$ cat config.mk
export PLATFORM = sky130hd
export DESIGN_NAME = note_player
export DESIGN_NICKNAME = d
export VERILOG_FILES = /design/src/rtl/note_player.sv
export SDC_FILE = /design/constraint.sdc
export NUM_CORES = 1
export LEC_CHECK = 0
export CAP_MARGIN = 20
export CORE_MARGIN = 1.5
export CORE_UTILIZATION = 57
export DETAILED_ROUTE_END_ITERATION = 6
export HOLD_SLACK_MARGIN = 0.03
export PLACE_DENSITY = 0.91
export RECOVER_POWER = 100
export SLEW_MARGIN = 10
export SYNTH_ARGS = -nofsm -noshare
export SYNTH_HDL_FRONTEND = slang
export SYNTH_SLANG_ARGS = --single-unit
$ cat constraint.sdc
create_clock -name clk -period 4.1 [get_ports clk]
set_input_delay 1.23 -clock clk [delete_from_list [all_inputs] [get_ports clk]]
set_output_delay 1.23 -clock clk [all_outputs]
set_load 0.02 [all_outputs]
$ cat src/rtl/note_player.sv
// Note player: takes a note word from the song sequencer, holds its note index for the
// encoded number of beats with a built-in beat prescaler, then requests the next word.
module note_player #(
  parameter int unsigned BEAT_CYCLES = 1000000,
  parameter int unsigned CNT_W       = 20,
  parameter bit          ARTIC       = 1'b1
) (
  input  logic        clk,
  input  logic        reset,
  input  logic        play,
  input  logic        new_note,
  input  logic [15:0] note_data,
  output logic        note_done,
  output logic [5:0]  note,
  output logic        note_active,
  output logic        beat,
  output logic        overrun
);

  typedef enum logic [1:0] {
    IDLE    = 2'd0,
    PLAYING = 2'd1,
    DONE    = 2'd2
  } state_t;

  localparam logic [CNT_W-1:0] LAST_TICK = CNT_W'(BEAT_CYCLES - 1);

  state_t           state_q, state_d;
  logic [CNT_W-1:0] presc_q, presc_d;
  logic [5:0]       beats_left_q, beats_left_d;
  logic [5:0]       dur_q, dur_d;
  logic [5:0]       note_q, note_d;
  logic             overrun_q, overrun_d;

  logic             beat_tick;
  logic             mute;
  logic             unused_hi;

  // The top nibble of the note word carries nothing for this block.
  assign unused_hi = ^note_data[15:12];

  assign beat_tick = (state_q == PLAYING) && play && (presc_q == LAST_TICK);

  // Articulation gap: silence the last beat of multi-beat notes so repeats are audible.
  generate
    if (ARTIC) begin : g_artic
      assign mute = (dur_q > 6'd1) && (beats_left_q == 6'd1);
    end else begin : g_no_artic
      assign mute = 1'b0;
    end
  endgenerate

  always_comb begin
    state_d      = state_q;
    presc_d      = presc_q;
    beats_left_d = beats_left_q;
    dur_d        = dur_q;
    note_d       = note_q;
    overrun_d    = overrun_q;

    if (new_note) begin
      // A word is accepted in every state; arriving mid-note it preempts and flags overrun.
      state_d      = PLAYING;
      presc_d      = '0;
      note_d       = note_data[11:6];
      beats_left_d = note_data[5:0];
      dur_d        = note_data[5:0];
      if (state_q == PLAYING) begin
        overrun_d = 1'b1;
      end
    end else begin
      case (state_q)
        IDLE: begin
          state_d = IDLE;
        end
        PLAYING: begin
          if (beats_left_q == 6'd0) begin
            state_d = DONE;
          end else if (beat_tick) begin
            presc_d      = '0;
            beats_left_d = beats_left_q - 6'd1;
            if (beats_left_q == 6'd1) begin
              state_d = DONE;
            end
          end else if (play) begin
            presc_d = presc_q + 1'b1;
          end
        end
        DONE: begin
          state_d = IDLE;
        end
        default: begin
          state_d = IDLE;
        end
      endcase
    end
  end

  always_ff @(posedge clk) begin
    if (reset) begin
      state_q      <= IDLE;
      presc_q      <= '0;
      beats_left_q <= 6'd0;
      dur_q        <= 6'd0;
      note_q       <= 6'd0;
      overrun_q    <= 1'b0;
    end else begin
      state_q      <= state_d;
      presc_q      <= presc_d;
      beats_left_q <= beats_left_d;
      dur_q        <= dur_d;
      note_q       <= note_d;
      overrun_q    <= overrun_d;
    end
  end

  always_comb begin
    note_active = (state_q == PLAYING);
    note_done   = (state_q == DONE);
    note        = (note_active && !mute) ? note_q : 6'd0;
    beat        = beat_tick;
    overrun     = overrun_q;
  end

endmodule

==> results of run 1 <==
[sequential cells by signal, indices dropped and copies added (netlist names)]
name          flops
beats_left_q      6
dur_q             5
presc_q          20
overrun           1
note_q            6
state_q           2
[through the flow]
stage	std cells	utilization, %	hold slack [ns]
after floorplan	220	-	0.4455
after global placement	288	72.10	0.4524
after detailed placement	288	72.10	0.4557
after CTS	296	74.56	0.4733
after global routing	296	74.07	0.5211
final	296	74.07	0.4741
[kinds of logic after synthesis]
group	after synthesis	synth area share (%)
xor+xnor	16	7.354
simple gates	104	29.02
mux	12	6.304
fa+ha+maj	3	1.970
buf+inv	15	2.954
flops	40	42.02
compound gates	30	10.37
[synth_stat cells, drive strengths merged, types with 4 or more instances]
| master | count |
|---|---|
| mux2i | 12 |
| nand2 | 14 |
| a21oi | 11 |
| and3 | 9 |
| nand3 | 12 |
| dfxtp | 40 |
| clkbuf | 8 |
| nand4 | 8 |
| o21ai | 5 |
| xnor2 | 6 |
| xor2 | 10 |
| a211oi | 4 |
| inv | 6 |
| nor4 | 4 |
| nor2 | 35 |
| or4 | 5 |
[worst min-delay path: cells and delay by family, from the launching register on]
family,cells,cell delay (ns)
compound gates,1,0.06
simple gates,1,0.06
flops,1,0.33
[metal layers]
metal	part of all wire (%)	vias up
met5	0	-
met4	1.9	0
met3	4.6	8
met2	49	39
met1	45	766
li1	-	841
[layout make-up]
type,instances,area share (%)
multi-input cells,165,45.62
flip-flops and latches,40,34.84
repair buffers,33,12.85
well taps,44,2.395
clock buffers,6,1.796
clock inverters,2,1.524
inverters,6,0.9799
[how the worst max path moves through the flow]
stage                     start    to
after floorplan            play  beat
after detailed placement   play  beat
after global placement     play  beat
after CTS                  play  beat
final                      play  beat
after global routing       play  beat
[power breakdown]
part / switching (uW) / internal [uW] / total [uW]
logic: 40.2 / 39.0 / 79.2
registers: 7.86 / 401 / 409
clock network: 127 / 128 / 254
total: 175 / 568 / 742
==> summary.txt, run 1 <==
GRT
  • GR Util met3: 6.397%
  • Met1 global-route usage: 28.14%
  • Global routing met2 resource utilization: 39.02%
  • Overall routing resource usage: 23.37%
  • Vias in the first global route: 1467
  • Global-route wire length before repair: 6.348 mm
  • Congestion Overflow GR: 0
  • Busiest layer in global routing: met2
  • Initial antenna violation count: 0
  • Largest net degree at the start of global routing: 17

Critical path
  • Worst path arrival time: 2.68 ns
  • Critical-path top delay cell: clkdlybuf4s50_1
  • Req. time, crit path: 2.87 ns
  • Crit path capture type: output pin
  • R2R Path Start: presc_q[6]
  • R2R depth: 6
  • FF-to-FF setup slack: 1.56 ns
  • Kind of critical path: in2out
  • CP Launch Type: input pin
  • Crit-path max FO: 2
  • Kind of cell adding the most delay to the critical path: buffers and inverters
  • Levels on crit path: 5
  • Max incr delay on CP: 0.60 ns
  • Reg2reg end: beats_left_q[4]
  • Buf/Inv on CP: 2
  • Cells along the critical path: dlygate4sd3_1 -> nand3b_1 -> nor2_1 -> and2_1 -> clkdlybuf4s50_1

Logic synthesis
  • Post-synthesis async set-or-reset flop share: 0%
  • Biggest area consumer among synthesized cells: dfxtp_1
  • Number of synthesized flops with an enable pin: 0
  • Leading post-synthesis cells by cell area: dfxtp_1, nor2_1, mux2i_1
  • Main synth FF type: dfxtp_1
  • Cell count after synthesis: 220
  • Yosys reg bits: 40
  • Synth warn: 0
  • Mapped cell area: 0.001906 sq mm
  • Seq/Total Area, Yosys: 42.02%
  • Synth Net Count: 243
  • Synth cell types: 40
  • Syn_area_per_cell: 8.662 sq um
  • Top cell type's share of synthesized area: 42.02%

Routing
  • Initial drt markers: 96
  • WL final: 3.730 mm
  • Detailed-route via count: 1654
  • Pre-antenna DRT Iters: 4
  • Antenna Nets Post-Route: 0
  • Vias per cell: 5.588
  • Drt drc: 0
  • WL per Instance: 12.60 microns

Clock network
  • CTS clk-pin slew, worst paths: 0.11 ns
  • Post CTS Setup Buffer Count: 0
  • Root buf cell: clkbuf_4
  • CTS Buf Count: 5
  • Clock H-tree levels: 2
  • Worst-Skew Late Latency: 0.36 ns
  • CTS tree: built
  • Post-CTS sizing: 0
  • Hold Buf Count CTS: 0
  • CTS sink count: 40
  • Clk buf depth: 2

STA
  • RSZ-0062 raised after global routing: false
  • Max Freq: 255.5 MHz
  • Max-slew violations: 0
  • Setup Skew: 0.002928 ns
  • Slew HR: 41.27%
  • Final period utilization: 95.45%
  • Post-Route Setup TNS: 0 ns
  • Setup WS post-layout: 0.1865 ns
  • Slew @ Worst Pin: 0.8810 ns
  • Post-layout min period: 3.914 ns
  • Final Hold Viols: 0
  • Final setup vio count: 0

Hold path
  • Min-Delay Path Depth: 2
  • Worst hold path class: reg2reg
  • Worst Hold End: dur_q[1]
  • Hold Crit Start: dur_q[1]

Floorplanning
  • Die W: 60.82 microns
  • Core Area: 0.003103 sq mm
  • Die Y: 60.82 microns
  • Die area: 0.003699 sq mm
  • IO Pins: 30
  • Initial core utilization: 61.41%
  • # rows: 20

Power
  • Tot Pwr: 742.3 uW
  • PwrDens: 322.9 mW/mm^2
  • Leakage Power: 0.0008914 uW
  • Peak VDD IR: 0.0002418 V

Final layout
  • Commonest non-fill, non-tap cell in the layout: dfxtp_1
  • Register area: 800.8 sq um
  • Commonest cells after routing, fill and taps aside: dfxtp_1, nor2_1, nand2_1, clkdlybuf4s50_1
  • Final non-filler cell area: 0.002298 sq mm
  • Share of post-route cells with drive strength above 1: 6.746%
  • Layout fillers: 251
  • Nets@finish: 274
  • Area occupied by multi-input gates: 0.001049 sq mm
  • Layout area overhead: 20.62%
  • Antenna Cells: 0

Outcome
  • Status: finished clean

Placed design
  • Detailed Place HPWL: 2.692 mm
  • Post-DP Area: 0.002237 sq mm
  • Number of port buffers: 25
  • DP Worst Slack: 0.2358 ns
  • GPL Wtd Cong: 0.9370

Job
  • Max_cap viols: 0
(Power assumes the default switching activity.)
==> run 2: changes to the inputs <==
--- a/config.mk
+++ b/config.mk
@@ -5,11 +5,13 @@
 export SDC_FILE = /design/constraint.sdc
 export NUM_CORES = 1
 export LEC_CHECK = 0
+export ABC_AREA = 1
 export CAP_MARGIN = 20
 export CORE_MARGIN = 1.5
-export CORE_UTILIZATION = 57
+export CORE_UTILIZATION = 58
 export DETAILED_ROUTE_END_ITERATION = 6
 export HOLD_SLACK_MARGIN = 0.03
+export MAX_ROUTING_LAYER = met4
 export PLACE_DENSITY = 0.91
 export RECOVER_POWER = 100
 export SLEW_MARGIN = 10
==> summary.txt, run 2 <==
Logic synthesis
  • Seq/Total Area, Yosys: 38.16% (was 42.02%)
  • Synth warn: 0 (unchanged)
  • Main combinational cell family by area after synthesis: simple AND/OR/NAND/NOR gates (unchanged)
  • Mapped cell area: 0.002098 sq mm (was 0.001906 sq mm)
  • Number of synthesized flops with an enable pin: 0 (unchanged)
  • Synth cell types: 28 (was 40)
  • Top cell type's share of synthesized area: 38.16% (was 42.02%)
  • Leading post-synthesis cells by cell area: dfxtp_1, nand2_1, nor2_1 (was dfxtp_1, nor2_1, mux2i_1)
  • Syn_area_per_cell: 6.971 sq um (was 8.662 sq um)
  • Synth Area in Compound Gates: 9.660% (was 10.37%)
  • Post-synthesis adder-cell area fraction: 1.789% (was 1.970%)
  • Fraction of synthesized area in multiplexers: 0% (was 6.303%)
  • Main synth FF type: dfxtp_1 (unchanged)
  • Most frequent cell after synthesis: nand2_1 (was dfxtp_1)
  • Biggest area consumer among synthesized cells: dfxtp_1 (unchanged)
  • Synthesized-area fraction occupied by and/or/nand/nor cells: 35.72% (was 29.02%)
  • Post-synthesis async set-or-reset flop share: 0% (unchanged)
  • Commonest cells post-synth: nand2_1, nor2_1, inv_1, dfxtp_1, a21oi_1 (was dfxtp_1, nor2_1, nand2_1, mux2i_1, nand3_1)
  • Yosys reg bits: 40 (unchanged)
  • Synth Net Count: 324 (was 243)
  • Cell count after synthesis: 301 (was 220)
  • Post-Synth XOR/XNOR Area: 5.009% (was 7.354%)

GRT
  • Overall routing resource usage: 24.05% (was 23.37%)
  • Vias in the first global route: 1732 (was 1467)
  • Largest net degree at the start of global routing: 24 (was 17)
  • Congestion Overflow GR: 0 (unchanged)
  • Global-route wire length before repair: 7.424 mm (was 6.348 mm)
  • Initial antenna violation count: 0 (unchanged)

Routing
  • Top layer in use: met4 (unchanged)
  • WL per Instance: 11.14 microns (was 12.60 microns)
  • Detailed-route via count: 1888 (was 1654)
  • WL met2: 1.984 mm (was 1.810 mm)
  • Met3 WL: 224 microns (was 171 microns)
  • WL final: 4.165 mm (was 3.730 mm)
  • Vias per cell: 5.048 (was 5.588)
  • Pre-antenna DRT Iters: 4 (unchanged)
  • Drt drc: 0 (unchanged)
  • Antenna Nets Post-Route: 0 (unchanged)
  • Initial drt markers: 116 (was 96)
  • Wl on met1: 1.912 mm (was 1.678 mm)

Clock network
  • Clock H-tree levels: 2 (unchanged)
  • CTS sink count: 40 (unchanged)
  • Root buf cell: clkbuf_4 (unchanged)
  • CTS tree: built (unchanged)
  • Worst-Skew Late Latency: 0.37 ns (was 0.36 ns)
  • Hold Buf Count CTS: 0 (unchanged)
  • CTS clk-pin slew, worst paths: 0.12 ns (was 0.11 ns)
  • Post CTS Setup Buffer Count: 0 (unchanged)
  • Post-CTS sizing: 0 (unchanged)
  • Clk buf depth: 2 (unchanged)
  • CTS Buf Count: 5 (unchanged)

STA
  • Final period utilization: 94.46% (was 95.45%)
  • Post-layout min period: 3.873 ns (was 3.914 ns)
  • Final Hold Viols: 0 (unchanged)
  • Max-slew violations: 0 (unchanged)
  • RSZ-0062 raised after global routing: false (unchanged)
  • Setup Skew: 0.01517 ns (was 0.002928 ns)
  • Worst hold margin: 0.4686 ns (was 0.4741 ns)
  • Max Freq: 258.2 MHz (was 255.5 MHz)
  • Setup WS post-layout: 0.2270 ns (was 0.1865 ns)
  • Slew @ Worst Pin: 0.6547 ns (was 0.8810 ns)
  • Post-Route Setup TNS: 0 ns (unchanged)
  • Slew HR: 56.30% (was 41.27%)
  • Final setup vio count: 0 (unchanged)

Final layout
  • Layout area overhead: 14.37% (was 20.62%)
  • Share of post-route cells with drive strength above 1: 5.488% (was 6.746%)
  • Max reg flops: 20 (unchanged)
  • Largest Register: presc_q (unchanged)
  • Post-route insts no fill: 374 (was 296)
  • Commonest cells after routing, fill and taps aside: nand2_1, nor2_1, inv_1 (was dfxtp_1, nor2_1, nand2_1, clkdlybuf4s50_1)
  • Commonest non-fill, non-tap cell in the layout: nand2_1 (was dfxtp_1)
  • Antenna Cells: 0 (unchanged)
  • Final core utilization: 70.26% (was 74.07%)
  • Layout fillers: 278 (was 251)
  • Top Registers: presc_q (20), beats_left_q (6), note_q (6) (unchanged)
  • Nets@finish: 350 (was 274)

Floorplanning
  • Die Y: 63.15 microns (was 60.82 microns)
  • Core Area: 0.003416 sq mm (was 0.003103 sq mm)
  • Initial core utilization: 61.43% (was 61.41%)
  • Die W: 63.15 microns (was 60.82 microns)
  • IO Pins: 30 (unchanged)
  • Die area: 0.003987 sq mm (was 0.003699 sq mm)
  • # rows: 21 (was 20)

Critical path
  • Crit-path max FO: 2 (unchanged)
  • R2R Path Start: beats_left_q[0] (was presc_q[6])
  • Worst path arrival time: 2.64 ns (was 2.68 ns)
  • Req. time, crit path: 2.87 ns (about the same)
  • Kind of critical path: in2out (unchanged)
  • Worst setup path startpoint: play (unchanged)
  • CP Launch Type: input pin (unchanged)
  • Crit path capture type: output pin (unchanged)

Placed design
  • Placed cells: 366 (was 288)
  • Detailed Place HPWL: 3.096 mm (was 2.692 mm)
  • GPL Wtd Cong: 0.8045 (was 0.9370)
  • DP Worst Slack: 0.3024 ns (was 0.2358 ns)
  • Number of port buffers: 25 (unchanged)

Power
  • Leakage Power: 0.0009626 uW (was 0.0008914 uW)
  • PwrDens: 325.2 mW/mm^2 (was 322.9 mW/mm^2)
  • Peak VDD IR: 0.0002053 V (was 0.0002418 V)

Outcome
  • Status: finished clean (unchanged)

Job
  • Max_cap viols: 0 (unchanged)

Hold path
  • Hold Crit Start: note_q[3] (was dur_q[1])
  • Worst hold path class: reg2reg (unchanged)
## run 2: cell count changes in the layout (fill, tap and decap cells not counted), sizes merged, moves of 5 or more
cell,change
or4,-5
nand2,+51
o21ai,+7
mux2i,-12
nand3,+9
nor2,+22
and3,-9
inv,+38
a21oi,+8
## run 2: final timing paths
path	to	slack, ns	cells past startpoint
min	note_q[3]	0.47	2
max reg2reg	presc_q[17]	1.63	10
max	beat	0.23	4
min reg2reg	note_q[3]	0.47	2
## run 2: power by group
| part | switching [uW] | internal (uW) |
|---|---|---|
| Clock | 136 | 128 |
| Combinational | 61.0 | 44.2 |
| Sequential | 8.96 | 402 |
| Total | 206 | 574 |
## run 2: layout make-up
type	instances	area (sq um)	share of cell area [%]
clock inverter	2	35.03	1.460
multi-input combinational	209	1040	43.33
clock buffer	6	41.29	1.721
sequential	40	800.8	33.37
tap	46	57.56	2.398
inverter	46	175.2	7.299
timing repair buffer	25	250.2	10.43
## run 2: cells by family after synthesis
family | after synthesis
adder cells (fa/ha/maj) | 3
AND/OR/NAND/NOR | 156
XOR/XNOR | 12
AO/OA/AOI/OAI | 38
buffers and inverters | 52
flip-flops | 40
## run 2: metal layers
layer,vias to the layer above,global-route usage (%)
li1,996,-
met1,854,28.80
met2,33,39.76
met3,5,6.786
met4,0,6.389
met5,-,-
## run 2: worst max-delay path, stage by stage
cell           delay (ns)
dlygate4sd3_1        0.52
inv_1                0.05
nor3_1               0.16
dlygate4sd3_1        0.69
## run 2: through the flow
stage	area (sq um)	power, uW
after global placement	2381	525.4
after detailed placement	2381	530.0
after floorplan	2098	493.0
after global routing	2400	815.6
after CTS	2457	784.7
final	2400	780.5
